File: config.mk
export PLATFORM = sky130hd
export DESIGN_NAME = timepulse_generator
export DESIGN_NICKNAME = d
export VERILOG_FILES = /design/src/rtl/timepulse_pkg.sv /design/src/rtl/timepulse_prescaler.sv /design/src/rtl/timepulse_generator.sv
export SDC_FILE = /design/constraint.sdc
export NUM_CORES = 1
export LEC_CHECK = 0
export CORE_MARGIN = 2
export CORE_UTILIZATION = 51
export CTS_BUF_LIST = sky130_fd_sc_hd__clkbuf_8 sky130_fd_sc_hd__clkbuf_16
export DETAILED_ROUTE_END_ITERATION = 7
export GPL_ROUTABILITY_DRIVEN = 0
export PLACE_DENSITY = 0.92
export SLEW_MARGIN = 15
export SYNTH_ARGS = -nofsm -noshare
export SYNTH_HDL_FRONTEND = slang
export SYNTH_SLANG_ARGS = --single-unit
File: constraint.sdc
create_clock -name clk -period 5.8 [get_ports clk]
set_clock_uncertainty 0.1 [all_clocks]
set_input_delay 1.16 -clock clk [delete_from_list [all_inputs] [get_ports clk]]
set_output_delay 1.16 -clock clk [all_outputs]
set_load 0.03 [all_outputs]
File: src/rtl/timepulse_pkg.sv
// Shared types and defaults for the time-pulse generator.
//
// Contents:
//   DefNumTp / DefDiv / DefCntW : default values for NUM_TP, DIV and CNT_W
//   tp_state_e                  : sequencer FSM state
//
// Build option: TIMEPULSE_STEP_EN adds the StStep state (single-step operation).
package timepulse_pkg;

  localparam int unsigned DefNumTp = 12;
  localparam int unsigned DefDiv   = 1;
  localparam int unsigned DefCntW  = 16;

`ifdef TIMEPULSE_STEP_EN
  typedef enum logic [1:0] {
    StIdle,
    StRun,
    StStep
  } tp_state_e;
`else
  typedef enum logic [0:0] {
    StIdle,
    StRun
  } tp_state_e;
`endif

endpackage

File: src/rtl/timepulse_prescaler.sv
// Pulse-width prescaler: a DIV-clock down-counter that emits a one-clock advance tick.
//
// Ports:
//   clk  : clock, rising edge
//   rst  : synchronous active-high reset (counter cleared to 0)
//   load : restart a fresh pulse (counter set to DIV-1); wins over en
//   en   : count while the sequencer is free-running
//   tick : high on the last clock of the current pulse while en is high
module timepulse_prescaler
  import timepulse_pkg::*;
#(
  parameter int unsigned DIV = DefDiv
) (
  input  logic clk,
  input  logic rst,
  input  logic load,
  input  logic en,
  output logic tick
);

  localparam int unsigned CW = (DIV > 1) ? $clog2(DIV) : 1;
  localparam logic [CW-1:0] Reload = CW'(DIV - 1);

  logic [CW-1:0] cnt_q, cnt_d;

  always_comb begin
    cnt_d = cnt_q;
    tick  = 1'b0;
    if (load) begin
      cnt_d = Reload;
    end else if (en) begin
      if (cnt_q == '0) begin
        tick  = 1'b1;
        cnt_d = Reload;
      end else begin
        cnt_d = cnt_q - 1'b1;
      end
    end
  end

  always_ff @(posedge clk) begin
    if (rst) begin
      cnt_q <= '0;
    end else begin
      cnt_q <= cnt_d;
    end
  end

endmodule

File: src/rtl/timepulse_generator.sv
// Memory-cycle time-pulse generator: walks a registered one-hot pulse train
// tp[0..NUM_TP-1], each pulse DIV clocks wide, and counts completed cycles.
//
// Ports:
//   clk        : clock, rising edge
//   rst        : synchronous active-high reset, overrides everything
//   run        : level request to generate cycles (sampled at cycle start/end)
//   step_mode  : select single-step operation
//   step       : one-clock strobe advancing one pulse in single-step operation
//   tp         : one-hot time pulses (registered)
//   tp_idx     : index of the active pulse, 0 when idle
//   busy       : any tp bit high
//   cyc_end    : strobe on the final clock of tp[NUM_TP-1]
//   cyc_count  : completed-cycle counter, wraps modulo 2^CNT_W
//
// Build option: TIMEPULSE_STEP_EN compiles in the single-step state; without it
// step_mode and step are accepted but have no effect.
module timepulse_generator
  import timepulse_pkg::*;
#(
  parameter int unsigned NUM_TP = DefNumTp,
  parameter int unsigned DIV    = DefDiv,
  parameter int unsigned CNT_W  = DefCntW
) (
  input  logic                      clk,
  input  logic                      rst,
  input  logic                      run,
  input  logic                      step_mode,
  input  logic                      step,
  output logic [NUM_TP-1:0]         tp,
  output logic [$clog2(NUM_TP)-1:0] tp_idx,
  output logic                      busy,
  output logic                      cyc_end,
  output logic [CNT_W-1:0]          cyc_count
);

  localparam int unsigned IdxW = $clog2(NUM_TP);
  localparam logic [IdxW-1:0] LastIdx = IdxW'(NUM_TP - 1);

  tp_state_e         state_q, state_d;
  logic [IdxW-1:0]   idx_q, idx_d;
  logic [NUM_TP-1:0] tp_q, tp_d;
  logic [CNT_W-1:0]  cyc_count_q, cyc_count_d;

  logic pre_load;
  logic pre_tick;
  logic adv;

  timepulse_prescaler #(
    .DIV (DIV)
  ) u_prescaler (
    .clk  (clk),
    .rst  (rst),
    .load (pre_load),
    .en   (state_q == StRun),
    .tick (pre_tick)
  );

`ifndef TIMEPULSE_STEP_EN
  logic unused_step;
  assign unused_step = step ^ step_mode;
`endif

  always_comb begin
    state_d  = state_q;
    idx_d    = idx_q;
    pre_load = 1'b0;
    adv      = 1'b0;

    unique case (state_q)
      StIdle: begin
        if (run) begin
          idx_d    = '0;
          pre_load = 1'b1;
          state_d  = StRun;
`ifdef TIMEPULSE_STEP_EN
          if (step_mode) state_d = StStep;
`endif
        end
      end
      StRun: begin
        if (pre_tick) begin
          adv = 1'b1;
`ifdef TIMEPULSE_STEP_EN
          // Step mode is only taken at a pulse boundary.
          if (step_mode) state_d = StStep;
`endif
        end
      end
`ifdef TIMEPULSE_STEP_EN
      StStep: begin
        if (!step_mode) begin
          // Resume with a full-width pulse on the currently held index.
          state_d  = StRun;
          pre_load = 1'b1;
        end else if (step) begin
          adv = 1'b1;
        end
      end
`endif
      default: state_d = StIdle;
    endcase

    // Advancing off the last pulse ends the cycle; run decides wrap versus idle.
    if (adv) begin
      if (idx_q == LastIdx) begin
        idx_d = '0;
        if (!run) state_d = StIdle;
      end else begin
        idx_d = idx_q + 1'b1;
      end
    end

    cyc_end     = adv && (idx_q == LastIdx);
    cyc_count_d = cyc_count_q + CNT_W'(cyc_end);
    tp_d        = (state_d == StIdle) ? '0 : (NUM_TP'(1) << idx_d);
  end

  always_ff @(posedge clk) begin
    if (rst) begin
      state_q     <= StIdle;
      idx_q       <= '0;
      tp_q        <= '0;
      cyc_count_q <= '0;
    end else begin
      state_q     <= state_d;
      idx_q       <= idx_d;
      tp_q        <= tp_d;
      cyc_count_q <= cyc_count_d;
    end
  end

  assign tp        = tp_q;
  assign tp_idx    = idx_q;
  assign busy      = |tp_q;
  assign cyc_count = cyc_count_q;

endmodule

# ---- Word level (Yosys, flattened, before mapping)
# Index checks and enable logic that the tools add are counted.
dict set report classes {
  add_sub_neg 3
  n_eq_ne 1
  n_shift 1
  n_mux 16
  bitwise_logic 1
  reduce_logical 4
}
# cell count
set op_table {}
lappend op_table {{adder 16 x 1 -> 16 bit} 1}
lappend op_table {{2-to-1 mux 4 bit} 4}
lappend op_table {{2-to-1 mux 1 bit} 12}
lappend op_table {{OR reduction 12 bit} 1}
lappend op_table {{<< shifter 1 x 4 -> 12 bit, first input constant} 1}
lappend op_table {{adder 4 x 1 -> 4 bit, second input constant} 1}
lappend op_table {{== test 4 bit, second input constant} 1}
lappend op_table {{OR reduction 2 bit} 2}
lappend op_table {{logical AND 1 bit} 1}
lappend op_table {{inverter 1 bit} 1}
lappend op_table {{subtractor 1 bit, second input constant} 1}
dict set report totals {
  register_bits 34
  in_bits 5
  out_inout_bits 34
  word_cells 31
}

# ---- Longest topological paths before layout
# Gate-level depths: netlist (run 1).
dict set report depth {
  depth_word 8
  mapped_depth 10
  ltp_nobuf 9
}

# ---- Modules after synthesis
# From an unflattened synthesis (run 1), not the netlist that was laid out.
dict set report unflattened {
  cells_unflattened 147
  hier_area_um2 1463.9
}
# mod n_inst cells_per_inst area_each_um2 seq_area_each_um2
set by_module_without_submodules {}
lappend by_module_without_submodules {timepulse_generator 1 146 1450.1 660.6}
lappend by_module_without_submodules {timepulse_prescaler 1 1 13.8 0.0}

# ---- Worst setup path before layout (run 1)
# Ideal clock, no wire load.
dict set report synth_path {
  path_kind {register -> output}
  start {reg idx_q[1] (netlist: tp_idx[1])}
  end {out cyc_end}
  t_arrival_ns 1.552
  required_time_ns 4.540
  path_slack_ns 2.988
  path_stages_with_launch 5
  path_buffers 1
  cell_sequence {dfxtp_1 -> ha_1 -> clkbuf_4 -> nand2_1 -> nor2b_1}
}
dict set report synth_between {
  elab_chain_len 2
}
# item line
set synth_lines {}
lappend synth_lines {{start: declaration} timepulse_generator.sv:41} ;# logic [IdxW-1:0] idx_q, idx_d;
lappend synth_lines {{start signal: assignment} timepulse_generator.sv:127} ;# idx_q <= idx_d;
lappend synth_lines {{== test 4 bit} timepulse_generator.sv:114} ;# cyc_end = adv && (idx_q == LastIdx);
lappend synth_lines {{logical AND 1 bit} timepulse_generator.sv:114}
lappend synth_lines {{end: declaration} timepulse_generator.sv:33} ;# output logic cyc_end,
# Every way passes these cells.

# ---- Worst setup path in the final report (run 1)
dict set report layout_path {
  start {reg idx_q[0] (netlist: tp_idx[0])}
  end {out cyc_end}
}
# Same word-level chain as after synthesis.

==> impl_metrics.ini, run 1 <==
[clocking]
tritoncts = built
clk_path_buf_depth = 2
cts-resized-gates = 0
path_clk_slew_ps = 70
clkLatencyLatePin_ps = 290
cts-buffers-inserted = 5
post_cts_buffers = 0
ctsRootBufferMaster = clkbuf_8
clock_sink_count = 33
holdBufCountCts = 0
htree_levels = 2

[finish]
diodes = 0
drive_above_1_share_pct = 6.93
area.growth.synth_to_final_pct = 28.8
fillers = 211
fin_area_um2 = 1960
nNetsFinal = 210
mostFrequentLayoutCell = clkdlybuf4s50_1
mostFrequentLayoutCells = clkdlybuf4s50_1, dfxtp_1, nor2_1, nand2_1

[flow_run]
cap_viol_max_count = 0

[sta]
rsz0062_at_grt = no
relSlewSlack_pct = 39.2
timing.fmax_ghz = 0.268
finalSetupTns_ps = 0
fin_crit_sh_pct = 64.4
timing.hold.ws_ps = 444
finalMaxSlewViolations = 0
period_needed_ps = 3730
setup_viol = 0
tightest_slew_ps = 910
hold_viol_final = 0

[worst_setup_path]
critPathCaptureType = output pin
reg2reg_depth = 8
cp_max_fo = 14
required_ps = 4540
cp_cell_sequence = ha_1 -> nand2_1 -> nor2b_1 -> clkdlybuf4s50_1
r2r_slack_ps = 2960
worstSetupPathType = flop to output pin
cpPeakStageDelay_ps = 710
start_kind = flop
crit_arrival_ps = 2470
slowest_stage = clkdlybuf4s50_1

[drt]
route.vias.total = 1363
vias_per_cell = 5.85
wire_per_inst_um = 14.9
antenna_left = 0
dr.pass1.iters = 4
drtIter0Drc = 45
routed_wl_mm = 3.48
drc = 0

[yosys]
synth_edf_count = 0
synth-seq-area-share_pct = 43.5
synth_cells = 167
netlist.top_cell.by_area = dfxtp_1
synth-main-ff-cell = dfxtp_1
syn-num-nets = 175
ys_ff_latch = 33
synth.distinct_cells = 40
syn_avg_cell_area_um2 = 9.10
async_reset_ff_share_pct = 0
ys_warn_count = 0
netlist_area_um2 = 1520
synth_top_area_share_pct = 43.5
synth_area_leaders = dfxtp_1, nor2_1, and3_1

[power_and_ir_drop]
swShare_pct = 24.1
combPwrFrac_pct = 7.9
internal_power_mw = 0.336
pwr-share-clk_pct = 39.2
ir_drop_v = 0.000213
p_leak_nw = 0.717
power_density_nw_per_um2 = 226
power.switching_mw = 0.107
p_seq_share_pct = 52.9

[global_route]
grt.total_usage_pct = 21.7
grt_pass1_wl_mm = 5.60
grt_pass1_vias = 1264
grt_overflow_total = 0
antenna_found_initial = 0
grt_start_max_net_pins = 24

[hold_path]
hp-class = flop to flop
hold_depth = 2

[floorplanning]
die_area_um2 = 3430
fp.dieW_um = 58.6
rows = 19
core_area_um2 = 2780
initial_core_util_pct = 54.6
die_h_um = 58.6
ioPinCount = 39

[place]
placedInstanceArea_um2 = 1870
portBuffers = 36
hpwl_mm = 2.47

[run_status]
status = finished clean
==> layout make-up <==
cell class	instances	area (um2)	share of cell area, %
Clock buffer	6	82.6	4.22
Clock inverter	1	3.75	0.192
Inverter	1	3.75	0.192
Multi-Input combinational cell	125	807	41.2
Sequential cell	33	661	33.8
Tap cell	31	38.8	1.98
Timing Repair Buffer	36	360	18.4
==> cell usage after synthesis (all sizes together) (3+ instances only) <==
master / number
buf: 5
xnor2: 5
and2: 5
nand2: 10
and3: 7
nor3: 8
xor2: 5
nand4: 6
nand3: 6
a21oi: 7
nor2: 21
clkbuf: 3
o21ai: 5
nor4: 6
dfxtp: 33
ha: 3
nor2b: 8
or3: 3
==> routing by layer <==
metal  track usage, %  share of wire [%]
met1             27.5                 43
met2             35.2                 49
met3             6.37                6.4
met4             8.44                1.5
met5                0                  0
==> state kept, by name (all words and copies together) (netlist names) <==
| name | cells |
|---|---|
| tp | 12 |
| cyc_count | 16 |
| state_q | 1 |
| tp_idx | 4 |
==> through the flow <==
| step | worst slack, ps | util, % | power (mW) | instances |
|---|---|---|---|---|
| 2_1_floorplan | 2990 | - | 0.262 | 167 |
| 3_3_place_gp | 2470 | 67.3 | 0.272 | 226 |
| 3_5_place_dp | 2410 | 67.3 | 0.273 | 226 |
| 4_1_cts | 2080 | 70.4 | 0.440 | 233 |
| 5_1_grt | 1910 | 70.4 | 0.453 | 233 |
| 6_report | 2070 | 70.4 | 0.442 | 233 |
==> cell families (layout without fill, tap and decap cells) <==
family	Yosys count	after routing	synth area share, %
and+or+nand+nor	86	86	31.6
DFF	33	33	43.5
AOI/OAI and AO/OA	23	23	11.1
buffers and inverters	9	44	3.38
xor gates and xnor gates	10	10	5.77
adders and majority gates	3	3	2.47
muxes	3	3	2.14
==> worst paths after layout <==
| kind | startpoint | end |
|---|---|---|
| worst max register to register | tp_idx[0] | cyc_count[13] |
| worst min-delay path | cyc_count[15] | cyc_count[15] |
| worst min register to register | cyc_count[15] | cyc_count[15] |
| worst max-delay path | tp_idx[0] | cyc_end |
==> power by group through the flow <==
stage | clock, mW | combinational, mW | sequential [mW]
after global routing | 0.181 | 0.0378 | 0.234
after detailed placement | 0 | 0.0345 | 0.239
after global placement | 0 | 0.0333 | 0.238
final | 0.173 | 0.0350 | 0.234
after floorplan | 0 | 0.0215 | 0.240
after CTS | 0.172 | 0.0350 | 0.234
==> worst max-delay path, delay by kind of cell (launching register included) <==
kind	cells	cell delay, ps
flip-flops	1	580
AND/OR/NAND/NOR	2	340
buffers and inverters	1	710
adder cells (fa/ha/maj)	1	550
(Power assumes the default switching activity.)
==> run 2: changes to the inputs <==
CORE_UTILIZATION = 48   (was 51)
PLACE_DENSITY = 0.88   (was 0.92)
clock period = 3.7 ns   (was 5.8 ns; I/O delays follow)
==> run 2 against run 1 <==
  * Utilization down 4.2 points
  * First-iteration DRC count rose by 67%
  * Flip-flop and latch count is the same
  * Register-to-register slack lost 1800 ps
  * Cell area rose by 2.4%
  * Cell count increased by 6.9%
  * Clock power increased by 69%
  * Non-clock buffer count is 2 higher
  * Combinational power grew 59%
  * Total power is 62% higher
  * Sequential power rose by 56%
  * Via count down 2.5%
==> impl_metrics.ini, run 2 (synthesis results as in run 1) <==
[sta]
fin_crit_sh_pct = 83.0
period_needed_ps = 3070
relSlewSlack_pct = 60.9
layout_setup_ws_ps = 629
timing.fmax_ghz = 0.326
tightest_slew_ps = 586
timing.hold.ws_ps = 425
finalSetupTns_ps = 0
rsz0062_at_grt = no
finalMaxSlewViolations = 0
setup_viol = 0
hold_viol_final = 0

[worst_setup_path]
startpoint = tp_idx[0]
r2r-end = cyc_count[13]
required_ps = 2860
reg2reg_depth = 9
crit_arrival_ps = 2230
critPathCaptureType = output pin
worstSetupPathType = flop to output pin
r2r_slack_ps = 1140
r2r-start = tp_idx[0]
cp_max_fo = 14
start_kind = flop

[clocking]
post_cts_buffers = 0
htree_levels = 2
clkLatencyLatePin_ps = 280
ctsRootBufferMaster = clkbuf_8
path_clk_slew_ps = 60
tritoncts = built
clk_path_buf_depth = 2
holdBufCountCts = 0
clock_sink_count = 33
cts-resized-gates = 0
cts-buffers-inserted = 5

[global_route]
antenna_found_initial = 0
grt_overflow_total = 0
grt.total_usage_pct = 19.4
grt_pass1_wl_mm = 5.15
grt_start_max_net_pins = 17
grt_pass1_vias = 1140

[drt]
drc = 0
route.vias.total = 1329
antenna_left = 0
vias_per_cell = 5.34
drtIter0Drc = 75
routed_wl_mm = 3.31
wire_per_inst_um = 13.3
dr.pass1.iters = 4

[finish]
area.growth.synth_to_final_pct = 31.9
largest_register_ffs = 16
drive_above_1_share_pct = 8.78
mostFrequentLayoutCells = clkdlybuf4s50_1, dfxtp_1, nor2_1, nand2_1
diodes = 0
mostFrequentLayoutCell = clkdlybuf4s50_1
nNetsFinal = 212

[place]
portBuffers = 36
hpwl_mm = 2.34
pre_cts_slack_ps = 938

[floorplanning]
initial_core_util_pct = 50.2
die_h_um = 60.3
rows = 20
fp.dieW_um = 60.3
ioPinCount = 39
die_area_um2 = 3630
core_area_um2 = 3030

[run_status]
status = finished clean

[flow_run]
cap_viol_max_count = 0

[power_and_ir_drop]
power_density_nw_per_um2 = 357
p_leak_nw = 0.733
ir_drop_v = 0.000239

[hold_path]
holdCritStartpoint = cyc_count[5]
hold_end = cyc_count[5]
hp-class = flop to flop
hold_depth = 2
[run 2: worst max-delay path, stage by stage, from the launching register on]
cell and delay [ps]:
dfxtp_1 570, ha_1 210, buf_4 190, nand2_1 80
nor2b_1 190, clkdlybuf4s50_1 700
[run 2: worst max path at each step]
stage                          endpoint  depth (start not counted)
after CTS                       cyc_end                          5
after global placement          cyc_end                          5
after detailed placement        cyc_end                          5
final                           cyc_end                          5
after global routing            cyc_end                          5
after floorplan           cyc_count[14]                          9
[run 2: final cells by class]
class	count	area, um2
fill	245	1020
clock inverter	1	5.00
multi-input combinational	125	807
inverter	1	3.75
clock buffer	7	96.3
tap	44	55.1
timing repair buffer	38	375
sequential	33	661
[run 2: stage by stage]
step           area, um2  cells  power [mW]  util [%]
2_1_floorplan       1520    167       0.410         -
3_3_place_gp        1900    241       0.428      62.8
3_5_place_dp        1900    241       0.429      62.8
4_1_cts             2000    249       0.716      66.2
5_1_grt             2000    249       0.735      66.2
6_report            2000    249       0.715      66.2
[run 2: metal layers]
metal / track usage [%] / share of wire (%)
met5: 0 / 0
met4: 12.1 / 3.1
met3: 4.98 / 4.3
met2: 28.7 / 46
met1: 25.0 / 47
[run 2: power breakdown]
part	total (mW)	internal (mW)	switching (mW)
clock network	0.293	0.168	0.125
logic	0.0556	0.0229	0.0326
registers	0.366	0.359	0.00728
==> run 3: changes to the inputs <==
clock period = 2.86 ns   (was 3.7 ns; I/O delays follow)
==> run 3 against run 2 <==
  * Via count up 0.75%
  * Cell count up 1.2%
  * Total power up 24%
  * Sequential share of layout area down 0.062 points
  * Highest routed layer unchanged
==> impl_metrics.ini, run 3 (synthesis results as in run 1) <==
[run_status]
status = finished clean

[worst_setup_path]
crit_family = buffers and inverters
crit_arrival_ps = 1950
r2r-end = cyc_count[13]
slowest_stage = clkdlybuf4s50_1
path_buf_inv = 1
required_ps = 2190
reg2reg_depth = 7
worstSetupPathType = flop to output pin
cpPeakStageDelay_ps = 720
r2r-start = tp_idx[2]
r2r_slack_ps = 600
cp_max_fo = 13
critPathCaptureType = output pin
start_kind = flop
cp_cell_sequence = nor2b_4 -> nor2b_1 -> clkdlybuf4s50_1

[drt]
drtIter0Drc = 44
dr.pass1.iters = 4
vias_per_cell = 5.31
drc = 0
wl_met1_mm = 1.53
wl_met3_um = 138
route.vias.total = 1339
antenna_left = 0
routed_wl_mm = 3.14
dr_wl_met2_mm = 1.40
wire_per_inst_um = 12.4
routed.top_layer = met4

[hold_path]
hold_end = cyc_count[5]
hold_depth = 2
hp-class = flop to flop
holdCritStartpoint = cyc_count[5]

[clocking]
post_cts_buffers = 0
htree_levels = 2
tritoncts = built
path_clk_slew_ps = 70
clock_sink_count = 33
holdBufCountCts = 0
ctsRootBufferMaster = clkbuf_8
clkLatencyLatePin_ps = 290
cts-resized-gates = 0
clk_path_buf_depth = 2
cts-buffers-inserted = 5

[finish]
area.growth.synth_to_final_pct = 32.1
diodes = 0
fillers = 254
largest_register_ffs = 16
drive_above_1_share_pct = 9.62
nNetsFinal = 215
mostFrequentLayoutCells = clkdlybuf4s50_1, dfxtp_1, nor2_1, nand2_1
final_util_pct = 66.3
mostFrequentLayoutCell = clkdlybuf4s50_1

[floorplanning]
die_area_um2 = 3630
core_area_um2 = 3030
die_h_um = 60.3
fp.dieW_um = 60.3
initial_core_util_pct = 50.2
ioPinCount = 39
rows = 20

[global_route]
grt_pass1_wl_mm = 5.13
antenna_found_initial = 0
grt_overflow_total = 0
grt.total_usage_pct = 19.3
grt_start_max_net_pins = 16
grt_pass1_vias = 1173

[power_and_ir_drop]
pwr-share-clk_pct = 37.9
internal_power_mw = 0.662
swShare_pct = 25.1
power_density_nw_per_um2 = 440
combPwrFrac_pct = 9.1
p_seq_share_pct = 52.9
finalPower_mw = 0.884
ir_drop_v = 0.000230
p_leak_nw = 0.744
power.switching_mw = 0.222

[sta]
timing.fmax_ghz = 0.382
setup_viol = 0
tightest_slew_ps = 556
period_needed_ps = 2620
finalSetupTns_ps = 0
rsz0062_at_grt = no
fin_crit_sh_pct = 91.6
finalMaxSlewViolations = 0
hold_viol_final = 0
relSlewSlack_pct = 62.9

[flow_run]
cap_viol_max_count = 0

[place]
portBuffers = 36
hpwl_mm = 2.30
-- run 3: changes by cell type in the layout (fill, tap and decap cells not counted) --
cell      before  now
clkinv_2       1    2
inv_1          1    2
buf_4          2    5
clkbuf_8       7    5
-- run 3: metal layers --
metal,vias to the layer above,GRT usage [%]
li1,673,-
met3,7,6.28
met1,629,24.4
met5,-,0
met4,0,10.8
met2,30,28.9
-- run 3: tightest hold or removal path, stage by stage (launching register included) --
cell and delay (ps):
dfxtp_1 330, o21ai_0 80, a21oi_1 60
-- run 3: final cells by class --
| type | instances | area (um2) | area share (%) |
|---|---|---|---|
| multi-input combinational | 125 | 807 | 40.2 |
| sequential | 33 | 661 | 32.9 |
| timing repair buffer | 41 | 398 | 19.8 |
| clock buffer | 5 | 68.8 | 3.43 |
| tap | 44 | 55.1 | 2.74 |
| clock inverter | 3 | 13.8 | 0.686 |
| inverter | 1 | 3.75 | 0.187 |
-- run 3: power by group through the flow --
stage          Combinational (mW)  Sequential [mW]  Clock [mW]
4_1_cts                    0.0804            0.468       0.340
3_5_place_dp               0.0800            0.478           0
2_1_floorplan              0.0436            0.487           0
5_1_grt                    0.0883            0.468       0.353
3_3_place_gp               0.0788            0.478           0
6_report                   0.0808            0.468       0.335
-- run 3: worst max path at each step --
stage               from       endpoint  slack, ps  depth (start not counted)
2_1_floorplan  tp_idx[1]  cyc_count[14]         50                          9
3_3_place_gp   tp_idx[2]        cyc_end        590                          3
3_5_place_dp   tp_idx[2]        cyc_end        590                          3
4_1_cts        tp_idx[2]        cyc_end        260                          3
5_1_grt        tp_idx[1]        cyc_end        150                          4
6_report       tp_idx[2]        cyc_end        240                          3
-- run 3: stage by stage --
stage	hold WS, ps	area [um2]	std cells	setup slack (ps)
detailed placement	415	1920	244	594
global route	454	2010	252	150
finish	426	2010	252	241
global placement	398	1920	244	589
floorplan	529	1520	167	51.3
CTS	431	2010	252	256
